===== src/rtl/midi_note_decoder.sv =====
// MIDI byte-stream parser that drives note number, velocity and gate for a single voice.
// Define OMNI_MODE_EN to accept note messages on all 16 channels instead of only CHANNEL.
module midi_note_decoder #(
  parameter logic [3:0] CHANNEL = 4'd0
) (
  input  logic       clk,
  input  logic       reset,
  input  logic [7:0] rx_data,
  input  logic       rx_valid,
  output logic [6:0] MIDI_freq,
  output logic [6:0] volume,
  output logic       gate,
  output logic       note_valid
);

  typedef enum logic [1:0] {
    S_IDLE    = 2'd0,
    S_WAIT_D1 = 2'd1,
    S_WAIT_D2 = 2'd2,
    S_SYSEX   = 2'd3
  } state_t;

  state_t     r_state;
  logic [3:0] r_status;
  logic [3:0] r_chan;
  logic [6:0] r_d1;
  logic [6:0] r_freq;
  logic [6:0] r_vol;
  logic       r_gate;
  logic       r_note_valid;

  logic w_cls_data;
  logic w_cls_chan;
  logic w_cls_sys;
  logic w_one_byte;
  logic w_done2;
  logic w_chan_ok;
  logic w_is_on;
  logic w_is_off;
  logic w_note_on;
  logic w_note_off;

  // Byte classification and note-event decode for the byte currently presented
  always_comb begin
    w_cls_data = 1'b0;
    w_cls_chan = 1'b0;
    w_cls_sys  = 1'b0;
    if (rx_data[7] == 1'b0) begin
      w_cls_data = 1'b1;
    end else if (rx_data[7:4] != 4'hF) begin
      w_cls_chan = 1'b1;
    end else if (rx_data[3] == 1'b0) begin
      w_cls_sys = 1'b1;
    end else begin
      w_cls_data = 1'b0;
    end

    w_one_byte = (r_status == 4'hC) || (r_status == 4'hD);
    w_done2    = rx_valid && w_cls_data && (r_state == S_WAIT_D2);

`ifdef OMNI_MODE_EN
    w_chan_ok = 1'b1;
`else
    w_chan_ok = (r_chan == CHANNEL);
`endif

    // Note On with zero velocity is a Note Off
    w_is_on  = (r_status == 4'h9) && (rx_data[6:0] != 7'd0);
    w_is_off = (r_status == 4'h8) || ((r_status == 4'h9) && (rx_data[6:0] == 7'd0));

    w_note_on  = w_done2 && w_chan_ok && w_is_on;
    w_note_off = w_done2 && w_chan_ok && w_is_off && r_gate && (r_d1 == r_freq);
  end

  // Parser FSM, running-status latch and registered voice outputs
  always_ff @(posedge clk or negedge reset) begin
    if (!reset) begin
      r_state      <= S_IDLE;
      r_status     <= 4'd0;
      r_chan       <= 4'd0;
      r_d1         <= 7'd0;
      r_freq       <= 7'd69;
      r_vol        <= 7'd0;
      r_gate       <= 1'b0;
      r_note_valid <= 1'b0;
    end else begin
      r_note_valid <= 1'b0;
      if (rx_valid) begin
        if (w_cls_chan) begin
          r_status <= rx_data[7:4];
          r_chan   <= rx_data[3:0];
          r_state  <= S_WAIT_D1;
        end else if (w_cls_sys) begin
          r_status <= 4'd0;
          r_chan   <= 4'd0;
          r_state  <= (rx_data[2:0] == 3'd0) ? S_SYSEX : S_IDLE;
        end else if (w_cls_data) begin
          case (r_state)
            S_WAIT_D1: begin
              if (!w_one_byte) begin
                r_d1    <= rx_data[6:0];
                r_state <= S_WAIT_D2;
              end else begin
                r_state <= S_WAIT_D1;
              end
            end
            S_WAIT_D2: r_state <= S_WAIT_D1;
            S_IDLE:    r_state <= S_IDLE;
            S_SYSEX:   r_state <= S_SYSEX;
            default:   r_state <= S_IDLE;
          endcase
        end else begin
          // Real-time bytes leave everything untouched, even mid-message
          r_state <= r_state;
        end
      end

      if (w_note_on) begin
        r_freq       <= r_d1;
        r_vol        <= rx_data[6:0];
        r_gate       <= 1'b1;
        r_note_valid <= 1'b1;
      end else if (w_note_off) begin
        r_gate       <= 1'b0;
        r_note_valid <= 1'b1;
      end else begin
        r_gate <= r_gate;
      end
    end
  end

  assign MIDI_freq  = r_freq;
  assign volume     = r_vol;
  assign gate       = r_gate;
  assign note_valid = r_note_valid;

endmodule


===== config.mk =====
export PLATFORM = sky130hd
export DESIGN_NAME = midi_note_decoder
export DESIGN_NICKNAME = d
export VERILOG_FILES = /design/src/rtl/midi_note_decoder.sv
export SDC_FILE = /design/constraint.sdc
export NUM_CORES = 1
export LEC_CHECK = 0
export CAP_MARGIN = 20
export CORE_AREA = 2 2 56 58
export DETAILED_ROUTE_END_ITERATION = 8
export DIE_AREA = 0 0 58 60
export PLACE_DENSITY = 0.75
export SLEW_MARGIN = 20
export SYNTH_ARGS = -nofsm -noshare
export SYNTH_HDL_FRONTEND = slang
export SYNTH_SLANG_ARGS = --single-unit

===== constraint.sdc =====
create_clock -name clk -period 3.32 [get_ports clk]
set_input_delay 0.664 -clock clk [delete_from_list [all_inputs] [get_ports clk]]
set_output_delay 0.664 -clock clk [all_outputs]
set_load 0.01 [all_outputs]

==> out/qor.csv, run 1 <==
stage,metric,value,unit
pwr,Leak,0.000801,µW
clock_network,Skew-Pair Late Insertion Delay,330,ps
critical_path,Crit. End Element,flop,
final_layout,design area,1810,µm²
pwr,combinational share of power,16.0,%
global_routing,total gr overflow,0,
sta,TNS Setup,0,ps
critical_path,CP max stage delay,610,ps
sta,worst hold slack,509,ps
synth,Post-synth top cells,"30 x dfrtp_1, 21 x mux2_2, 6 x a22o_1, 6 x xor2_1, 4 x nand2_1",
status,status,"complete, no violations",
die,die area,3480,µm²
route,drt total wl,2810,µm
sta,FMAX,0.411,GHz
clock_network,clock transition at the registers of the reported paths,100,ps
synth,Synth cell types,34,
critical_path,CP Data Arrival Time,2660,ps
critical_path,CP max-delay cell,nor2_2,
die,initial core utilization,49.4,%
synth,Avg Inst Size Synth,13.3,µm²
pwr,Clock Power Share,31.9,%
clock_network,CTS tree,done,
synth,number of synthesized flops with an enable pin,0,
clock_network,total CTS buffers,5,
clock_network,cts repair resizes,0,
global_routing,largest net degree at the start of global routing,34,
critical_path,CP required,3550,ps
place,area of placed instances,1730,µm²
clock_network,post-CTS setup buffers,0,
synth,post-synthesis xor/xnor area fraction,4.27,%
sta,Max-slew headroom,50.1,%
pwr,P_int,729,µW
synth,register bit count reported by yosys,33,
pwr,sequential group share of total power,52.1,%
synth,adder-cell share of the synthesized area,0,%
clock_network,CTS root buffer,clkbuf_4,
route,Vias,986,
die,Die X,58,µm
clock_network,clk sinks,33,
place,pre-CTS setup slack,502,ps
synth,Post-Syn Nets,119,
synth,Yosys warnings,0,
place,RD Place Congestion,0.913,
synth,Syn Std Cell Area,1440,µm²
synth,ys flop type,dfrtp_1,
critical_path,CP cell instances,clkdlybuf4s50_1 -> nor4bb_1 -> nand4b_1 -> nor2_2 -> mux2_2,
synth,post-synth top area share,52.3,%
critical_path,CP Buf/Inv Count,1,
clock_network,CTS H-tree lvls,2,
synth,main combinational cell family by area after synthesis,multiplexers,
route,Residual DRC,0,
sta,Final Critical Period,2430,ps
route,DR pass1 iterations,4,
final_layout,Fill cells,243,
route,vias per inst,5.67,
global_routing,first-pass GRT wire length,4770,µm
synth,sequential element share of the synthesized area,57.8,%
critical_path,Setup CP Type,in2reg,
hold_path,Hold Path Class,reg2reg,
sta,Final Skew,3.43,ps
synth,simple logic cell fraction of the synthesized area,10.5,%
sta,Worst-Margin Slew,748,ps
final_layout,layout cells sized above 1,25.5,%
critical_path,Worst Path Max Fanout,15,
synth,cells after synthesis,108,
global_routing,initial antenna violation count,0,
die,row count,20,
global_routing,total track usage,18.7,%
pwr,worst ir drop on vdd,0.422,mV
die,Ports,27,
synth,share of synthesized area spent on multiplexers,16.5,%
pwr,P per Cell Area,539,nW/µm²
synth,"count leader, synth",dfrtp_1,
sta,count of final max-slew check failures,0,
clock_network,hold_buf cts,0,
clock_network,clk buf depth,2,
pwr,Net Sw Frac,25.4,%
critical_path,CP startpoint kind,input port,
die,die height,60,µm
critical_path,r2r setup slk,1180,ps
sta,Tcrit/Tclk final,73.3,%
place,PortBufs,26,
synth,Synth area leaders,"dfrtp_1 52%, mux2_2 16%, dfstp_2 5.5%",
sta,final worst slack,886,ps
synth,"area leader, netlist",dfrtp_1,
sta,Finish-stage setup viols,0,
final_layout,diode count,0,
route,DRT antenna net count,0,
synth,Async SR Flop Fraction,100,%
final_layout,Final Util,62.5,%
sta,Fin. Hold Viols,0,
final_layout,# nets final,151,
place,post-DP HPWL,2020,µm
global_routing,number of global-route vias before repair,1026,
critical_path,"CP delay by family, top",simple AND/OR/NAND/NOR gates,
final_layout,area grow syn2layout,26.4,%
sta,RSZ-0062 raised after global routing,no,
route,DRT iter0 DRCs,17,
route,WL per Instance,16.1,µm
die,core area,2900,µm²
pwr,Switching Power,248,µW
flow_run,Max-Cap Viols,0,
synth,Synth Area in Compound Gates,9.33,%
[layer usage]
layer,vias to the layer above,track usage [%],routed length [µm]
met5,-,0,0
met4,0,4.98,25
li1,461,-,-
met2,22,30.5,1380
met3,2,6.93,135
met1,501,23.7,1270
[through the flow]
stage,total power (µW),instances
final,977,174
after global routing,1030,174
after CTS,988,174
after detailed placement,675,166
after global placement,668,166
after floorplan,608,108
[cell families after synthesis]
group                     after synthesis
DFF                                    33
xor gates and xnor gates                7
buffers and inverters                   4
and+or+nand+nor                        26
AOI/OAI and AO/OA                      17
muxes                                  21
[state kept, by name (all words and copies together) (netlist names)]
signal / flops
MIDI_freq: 7
gate: 1
note_valid: 1
r_chan: 4
r_d1: 7
r_state: 2
r_status: 4
volume: 7
[final timing paths]
kind | from | endpoint | cells after the start
setup reg to reg | r_status[2] | volume[2] | 4
hold reg to reg | r_status[3] | r_status[3] | 1
max in group asynchronous | reset | MIDI_freq[0] | 2
setup / recovery | rx_valid | volume[2] | 5
hold / removal | r_status[3] | r_status[3] | 1
min in group asynchronous | reset | r_chan[3] | 2
[area by class of cell]
class	instances	area (µm²)	area share, %
inverters	2	7.51	0.414
multi-input cells	71	583	32.1
repair buffers	27	268	14.8
clock buffers	7	55.1	3.03
flip-flops and latches	33	830	45.7
clock inverters	1	30.0	1.66
well taps	33	41.3	2.28
[layout by cell type (no fill, tap or decap), drive strengths merged, types with 2 or more instances in the layout]
cell,Yosys,layout
dfrtp,30,30
clkdlybuf4s50,0,26
mux2,21,21
a22o,7,7
clkbuf,0,7
xor2,6,6
nand2,4,4
nor2,4,4
dfstp,3,3
nand4,3,3
o21ai,3,3
or4,2,2
nor4,2,2
inv,2,2
nor2b,2,2
nand3,2,2
[power groups by stage]
stage | registers, µW | clock network (µW) | logic, µW
floorplan | 505 | 0 | 102
global placement | 513 | 0 | 155
detailed placement | 517 | 0 | 158
CTS | 509 | 320 | 159
global route | 518 | 343 | 173
finish | 509 | 312 | 157
Power figures use the tool's default switching activity.
==> run 2: changes to the inputs <==
- CORE_AREA: 2 2 56 58 -> 2 2 59 61
- DIE_AREA: 0 0 58 60 -> 0 0 61 63
- PLACE_DENSITY: 0.75 -> 0.71
- clock period: 3.32 -> 2.1 ns (I/O delays scaled with it)
==> out/qor.csv, run 2 (same netlist as run 1, synthesis figures left out) <==
stage,metric,value,unit,change
global_routing,largest net degree at the start of global routing,34,,unchanged
global_routing,total track usage,18.3,%,was 18.7%
sta,TNS Setup,0,ps,unchanged
route,vias per inst,5.30,,was 5.67
place,post-DP HPWL,2250,µm,was 2020 µm
sta,count of final max-slew check failures,0,,unchanged
clock_network,CTS H-tree lvls,2,,unchanged
pwr,worst ir drop on vdd,0.367,mV,was 0.422 mV
pwr,Clock Power Share,31.3,%,was 31.9%
clock_network,clk sinks,33,,unchanged
pwr,P per Cell Area,811,nW/µm²,was 539 nW/µm²
clock_network,CTS root buffer,clkbuf_4,,unchanged
final_layout,area grow syn2layout,36.1,%,was 26.4%
final_layout,layout cells sized above 1,32.3,%,was 25.5%
final_layout,diode count,0,,unchanged
place,RD Place Congestion,0.809,,was 0.913
sta,Final Skew,5.07,ps,was 3.43 ps
clock_network,clk buf depth,2,,unchanged
critical_path,Crit. End Element,flop,,unchanged
place,placed insts,192,,was 166
critical_path,reg2reg path depth,5,,was 4
global_routing,first-pass GRT wire length,5130,µm,was 4770 µm
clock_network,CTS tree,done,,unchanged
sta,Max-slew headroom,73.1,%,was 50.1%
clock_network,hold_buf cts,0,,unchanged
global_routing,initial antenna violation count,0,,unchanged
place,PortBufs,26,,unchanged
critical_path,CP Data Arrival Time,2120,ps,was 2660 ps
sta,Tcrit/Tclk final,90.1,%,
route,Vias,1066,,was 986
sta,Worst-Margin Slew,403,ps,was 748 ps
route,Residual DRC,0,,unchanged
clock_network,Skew-Pair Late Insertion Delay,330,ps,about the same
sta,RSZ-0062 raised after global routing,no,,unchanged
die,Die X,61,µm,was 58 µm
sta,worst hold slack,473,ps,was 509 ps
status,status,"complete, no violations",,unchanged
critical_path,Setup crit start,rx_valid,,unchanged
die,core area,3230,µm²,was 2900 µm²
pwr,sequential group share of total power,50.5,%,was 52.1%
die,Ports,27,,unchanged
global_routing,total gr overflow,0,,unchanged
die,die height,63,µm,was 60 µm
final_layout,"commonest non-fill, non-tap cell in the layout",dfrtp_1,,unchanged
sta,FMAX,0.528,GHz,
sta,Fin. Hold Viols,0,,unchanged
pwr,Net Sw Frac,25.8,%,was 25.4%
clock_network,total CTS buffers,5,,unchanged
final_layout,Final Util,60.4,%,was 62.5%
critical_path,Worst Path Max Fanout,15,,unchanged
sta,Final Critical Period,1890,ps,
die,row count,21,,was 20
sta,Finish-stage setup viols,0,,unchanged
critical_path,CP required,2330,ps,was 3550 ps
clock_network,clock transition at the registers of the reported paths,100,ps,about the same
pwr,combinational share of power,18.2,%,was 16.0%
hold_path,Hold Path Class,in2async,,was reg2reg
final_layout,most frequent cells in the layout,"30 x dfrtp_1, 26 x clkdlybuf4s50_1, 21 x mux2_2, 14 x buf_4",,"was 30 x dfrtp_1, 26 x clkdlybuf4s50_1, 21 x mux2_2, 6 x xor2_1, 6 x a22o_1"
die,initial core utilization,44.4,%,was 49.4%
route,DRT antenna net count,0,,unchanged
final_layout,# nets final,165,,was 151
critical_path,CP startpoint kind,input port,,unchanged
pwr,P_int,1180,µW,was 729 µW
route,DRT iter0 DRCs,18,,was 17
global_routing,number of global-route vias before repair,1095,,was 1026
final_layout,"non-filler cells, final",201,,was 174
route,WL per Instance,15.1,µm,was 16.1 µm
route,DR pass1 iterations,4,,unchanged
die,die area,3840,µm²,was 3480 µm²
pwr,Leak,0.000870,µW,was 0.000801 µW
route,drt total wl,3030,µm,was 2810 µm
pwr,Switching Power,408,µW,was 248 µW
flow_run,Max-Cap Viols,0,,unchanged
critical_path,reg2reg start,r_status[2],,unchanged
critical_path,Setup CP Type,in2reg,,unchanged
==> run 2: cell types whose count changed in the layout (fill, tap and decap cells not counted), sizes merged <==
| cell | before | now |
|---|---|---|
| buf | 1 | 15 |
==> run 2: cell type report <==
class / count / area [µm²]
Fill cell: 270 / 1280
Sequential cell: 33 / 830
Multi-Input combinational cell: 71 / 588
Timing Repair Buffer: 41 / 385
Tap cell: 46 / 57.6
Clock buffer: 7 / 55.1
Clock inverter: 1 / 30.0
Inverter: 2 / 7.51
==> run 2: path summary, 6_finish.rpt <==
| path | end | slack (ps) |
|---|---|---|
| worst max-delay path | volume[5] | 210 |
| min in group clk | r_status[3] | 500 |
| max in group asynchronous | MIDI_freq[0] | 1300 |
| worst min-delay path | volume[5] | 470 |
| worst max register to register | volume[5] | 300 |
| worst min register to register | r_status[3] | 500 |
==> run 2: worst max-delay path, stage by stage <==
cell             delay [ps]
clkdlybuf4s50_1         510
nor4bb_1                290
nand4b_1                220
nor2_4                  180
buf_12                  150
mux2_2                  340
==> run 2: timing repair <==
action | 4_1_cts | 5_1_grt
gates cloned | 0 | 0
endpoints found under the setup margin | 14 | 11
resized for setup | 1 | 0
pin swaps | 0 | 1
buffers inserted | 0 | 1
==> run 2: through the flow <==
step                      area (µm²)  total power, µW  setup WS (ps)
final                           1950             1580            207
after detailed placement        1840             1100           -466
after floorplan                 1440              961            360
after global placement          1840             1080           -419
after CTS                       1930             1590           79.5
after global routing            1950             1670           86.5
==> run 2: metal layers <==
metal,track usage [%],wire length (µm)
met4,7.34,51
met3,4.35,137
met1,23.4,1260
met2,29.4,1580
met5,0,0
==> run 2: power by group through the flow <==
stage | sequential [µW] | clock [µW] | combinational, µW
final | 799 | 496 | 288
after floorplan | 799 | 0 | 162
after CTS | 798 | 504 | 290
after global routing | 812 | 541 | 321
after detailed placement | 811 | 0 | 287
after global placement | 804 | 0 | 280
==> RTL edit 1, RTL diff (config.mk and constraints of run 1) <==
The option `OMNI_MODE_EN` is turned on by a define.
--- a/src/rtl/midi_note_decoder.sv
+++ b/src/rtl/midi_note_decoder.sv
@@ -1,5 +1,7 @@
 // MIDI byte-stream parser that drives note number, velocity and gate for a single voice.
 // Define OMNI_MODE_EN to accept note messages on all 16 channels instead of only CHANNEL.
+`define OMNI_MODE_EN
+
 module midi_note_decoder #(
   parameter logic [3:0] CHANNEL = 4'd0
 ) (
Behaviour: not the same (a bounded check fails within 4 cycles, from zero or initial values and one cycle with reset low).
==> RTL edit 1 against run 1 <==
  * Clock power fell by 21%
  * Worst setup slack got worse by 39 ps
  * Register-to-register slack improved by 100 ps
  * Non-clock buffer count rose by 2
  * Routed wire length fell by 0.18%
  * Sequential power fell by 3%
  * Sequential cell count fell by 4
  * Largest cell class unchanged
  * Die area did not move
  * Cell area fell by 3.4%
  * Critical path type unchanged
  * Synthesized cell count fell by 5.6%
  * Count of clock-buffer cells in the layout did not move
  * First-iteration DRC count rose by 5.9%
  * Area after synthesis fell by 4.5%
  * Power fell by 2.5%
==> RTL edit 1: results <==
INSERT INTO impl_metrics (metric_group, metric, value, unit) VALUES
('run_status', 'outcome', 'finished clean', ''),
('worst_setup_path', 'cp.arrival', '2700', 'ps'),
('grt', 'wire_length_of_the_first_global_routing_pass', '4690', 'um'),
('worst_setup_path', 'crit_path_top_delay_cell', 'sky130_fd_sc_hd__nor4_4', ''),
('cells_and_area', 'finish.cell_count_without_fillers', '170', ''),
('placement', 'dp.final_hpwl', '1960', 'um'),
('grt', 'maximum_number_of_pins_on_one_net_before_global_route_repair', '30', ''),
('min_path', 'min-delay-start', 'volume[6]', ''),
('logic_synthesis', 'ys_seq_area_share', '53.2', '%'),
('grt', 'global_routing_usage_on_met3', '7.58', '%'),
('grt', 'grt_use_total', '18.4', '%'),
('routing', 'drt-met1-wl', '1200', 'um'),
('routing', 'routed_wirelength', '2810', 'um'),
('worst_setup_path', 'worst_r2r_startpoint', 'r_status[1]', ''),
('cells_and_area', 'final_layout_size_suffix_gt1_share', '19.7', '%'),
('power', 'power_sequential', '0.000493', 'W'),
('logic_synthesis', 'yosys-top-cells-area', 'sky130_fd_sc_hd__dfrtp_1 47%, sky130_fd_sc_hd__mux2_4 11%, sky130_fd_sc_hd__mux2_1 9.0%', ''),
('placement', 'routability_driven_placement_congestion_ratio', '0.737', ''),
('routing', 'met3_length', '165', 'um'),
('placement', 'dpl-instance-area', '0.00167', 'mm2');
-- RTL edit 1: worst register-to-register path, cell delays in order, from the launching register on --
cell	delay, ps
sky130_fd_sc_hd__dfrtp_1	420
sky130_fd_sc_hd__nor2b_1	190
sky130_fd_sc_hd__nand4b_1	180
sky130_fd_sc_hd__nor4_4	570
sky130_fd_sc_hd__buf_6	240
sky130_fd_sc_hd__mux2_1	330
-- RTL edit 1: cells by family (layout without fill, tap and decap cells) --
group / count (synthesis) / count (layout) / synth area share (%)
xor gates and xnor gates: 7 / 7 / 4.47
muxes: 21 / 21 / 20.0
DFF: 29 / 29 / 53.2
and+or+nand+nor: 28 / 28 / 13.0
AOI/OAI and AO/OA: 14 / 14 / 7.95
buffers and inverters: 3 / 38 / 1.37
-- RTL edit 1: final cells by class --
type	instances	share of cell area [%]
clock buffer	7	3.71
clock inverter	1	0.286
inverter	1	0.214
multi-input combinational	70	35.5
sequential	29	41.6
tap	33	2.36
timing repair buffer	29	16.3
==> RTL edit 2, RTL diff (flow settings as in run 1) <==
Without the edit above. Encoding of `state_t`: now one-hot (4 bits for 4 states).
--- a/src/rtl/midi_note_decoder.sv
+++ b/src/rtl/midi_note_decoder.sv
@@ -13,11 +13,11 @@
   output logic       note_valid
 );
 
-  typedef enum logic [1:0] {
-    S_IDLE    = 2'd0,
-    S_WAIT_D1 = 2'd1,
-    S_WAIT_D2 = 2'd2,
-    S_SYSEX   = 2'd3
+  typedef enum logic [3:0] {
+    S_IDLE    = 4'b0001,
+    S_WAIT_D1 = 4'b0010,
+    S_WAIT_D2 = 4'b0100,
+    S_SYSEX   = 4'b1000
   } state_t;
 
   state_t     r_state;
Function: no difference found for any inputs over 10 cycles, from zero or initial values and one cycle with reset low; not proved beyond that.
==> RTL edit 2 against run 1 <==
  * Sequential power is 6.7% higher
  * Power is 6.3% lower
  * Area after synthesis is 8.2% higher
  * Cell area is 5.3% higher
  * Sequential share of layout area is 0.38 points higher
  * Sequential cell count is 2 higher
  * Register-to-register slack better by 410 ps
  * Maximum frequency is 8.0% higher
  * Routed wire length is 9.4% higher
  * Worst setup slack better by 180 ps
  * Critical endpoint is now gate
  * Largest cell class unchanged
  * Highest routed layer unchanged
==> RTL edit 2: results <==
INSERT INTO impl_metrics (metric_group, metric, value, unit) VALUES
('placement', 'routability_driven_placement_congestion_ratio', '0.871', ''),
('placement', 'dp.cells', '180', ''),
('run_status', 'outcome', 'finished clean', ''),
('power', 'p_switching', '0.000256', 'W'),
('worst_setup_path', 'worst-path-max-fanout', '8', ''),
('worst_setup_path', 'cp.arrival', '2460', 'ps'),
('logic_synthesis', 'multiplexer_share_of_the_synthesized_area', '14.5', '%'),
('placement', 'dp.final_hpwl', '2220', 'um'),
('logic_synthesis', 'share_of_the_synthesized_area_in_compound_gates_ao_oa_aoi_oai', '11.0', '%'),
('routing', 'routed_via_density', '5.96', ''),
('logic_synthesis', 'synth_cell_type_count', '35', ''),
('logic_synthesis', 'synthCells', '120', ''),
('grt', 'maximum_number_of_pins_on_one_net_before_global_route_repair', '36', ''),
('sta', 'max_slew_margin', '56.3', '%'),
('cells_and_area', 'final_net_count', '165', ''),
('power', 'leakagePower', '0.843', 'nW'),
('logic_synthesis', 'synth.net_count', '131', ''),
('routing', 'dr.first_iter.drc_count', '35', ''),
('cells_and_area', 'final_layout_size_suffix_gt1_share', '23.9', '%'),
('sta', 'timing.clock.skew', '18.5', 'ps');
==> RTL edit 2: logic make-up after synthesis <==
| kind of cell | after synthesis |
|---|---|
| DFF | 35 |
| and+or+nand+nor | 31 |
| AOI/OAI and AO/OA | 23 |
| muxes | 20 |
| xor gates and xnor gates | 8 |
| buffers and inverters | 3 |
==> RTL edit 2: path summary, 6_finish.rpt <==
kind,startpoint,end,slack [ps],cells after the start
worst max-delay path,rx_data[5],gate,1070,6
worst min register to register,volume[2],volume[2],520,1
min in group asynchronous,reset,volume[1],740,2
worst max register to register,r_status[1],MIDI_freq[5],1590,5
worst min-delay path,volume[2],volume[2],520,1
max in group asynchronous,reset,MIDI_freq[2],2230,2
==> RTL edit 2: final cells by class <==
| cell class | count | area, um2 |
|---|---|---|
| Fill cell | 230 | 992 |
| Sequential cell | 35 | 881 |
| Multi-Input combinational cell | 82 | 653 |
| Timing Repair Buffer | 29 | 283 |
| Clock buffer | 8 | 48.8 |
| Tap cell | 33 | 41.3 |
| Inverter | 1 | 3.75 |
==> RTL edit 2: metrics by stage <==
| stage | power [W] | utilization, % | area (um2) | setup slack (ps) |
|---|---|---|---|---|
| 3_3_place_gp | 0.000702 | 64.1 | 1860 | 772 |
| 6_report | 0.000916 | 65.8 | 1910 | 1070 |
| 2_1_floorplan | 0.000644 | - | 1550 | 1340 |
| 4_1_cts | 0.000921 | 65.8 | 1910 | 1080 |
| 5_1_grt | 0.000970 | 65.8 | 1910 | 1030 |
| 3_5_place_dp | 0.000710 | 64.1 | 1860 | 741 |
==> RTL edit 2: routing by layer <==
metal / vias to the layer above / wire length (um) / global-route usage, %
li1: 515 / - / -
met1: 569 / 1400 / 26.7
met2: 34 / 1470 / 33.4
met3: 2 / 182 / 7.79
met4: 0 / 19 / 7.31
met5: - / 0 / 0
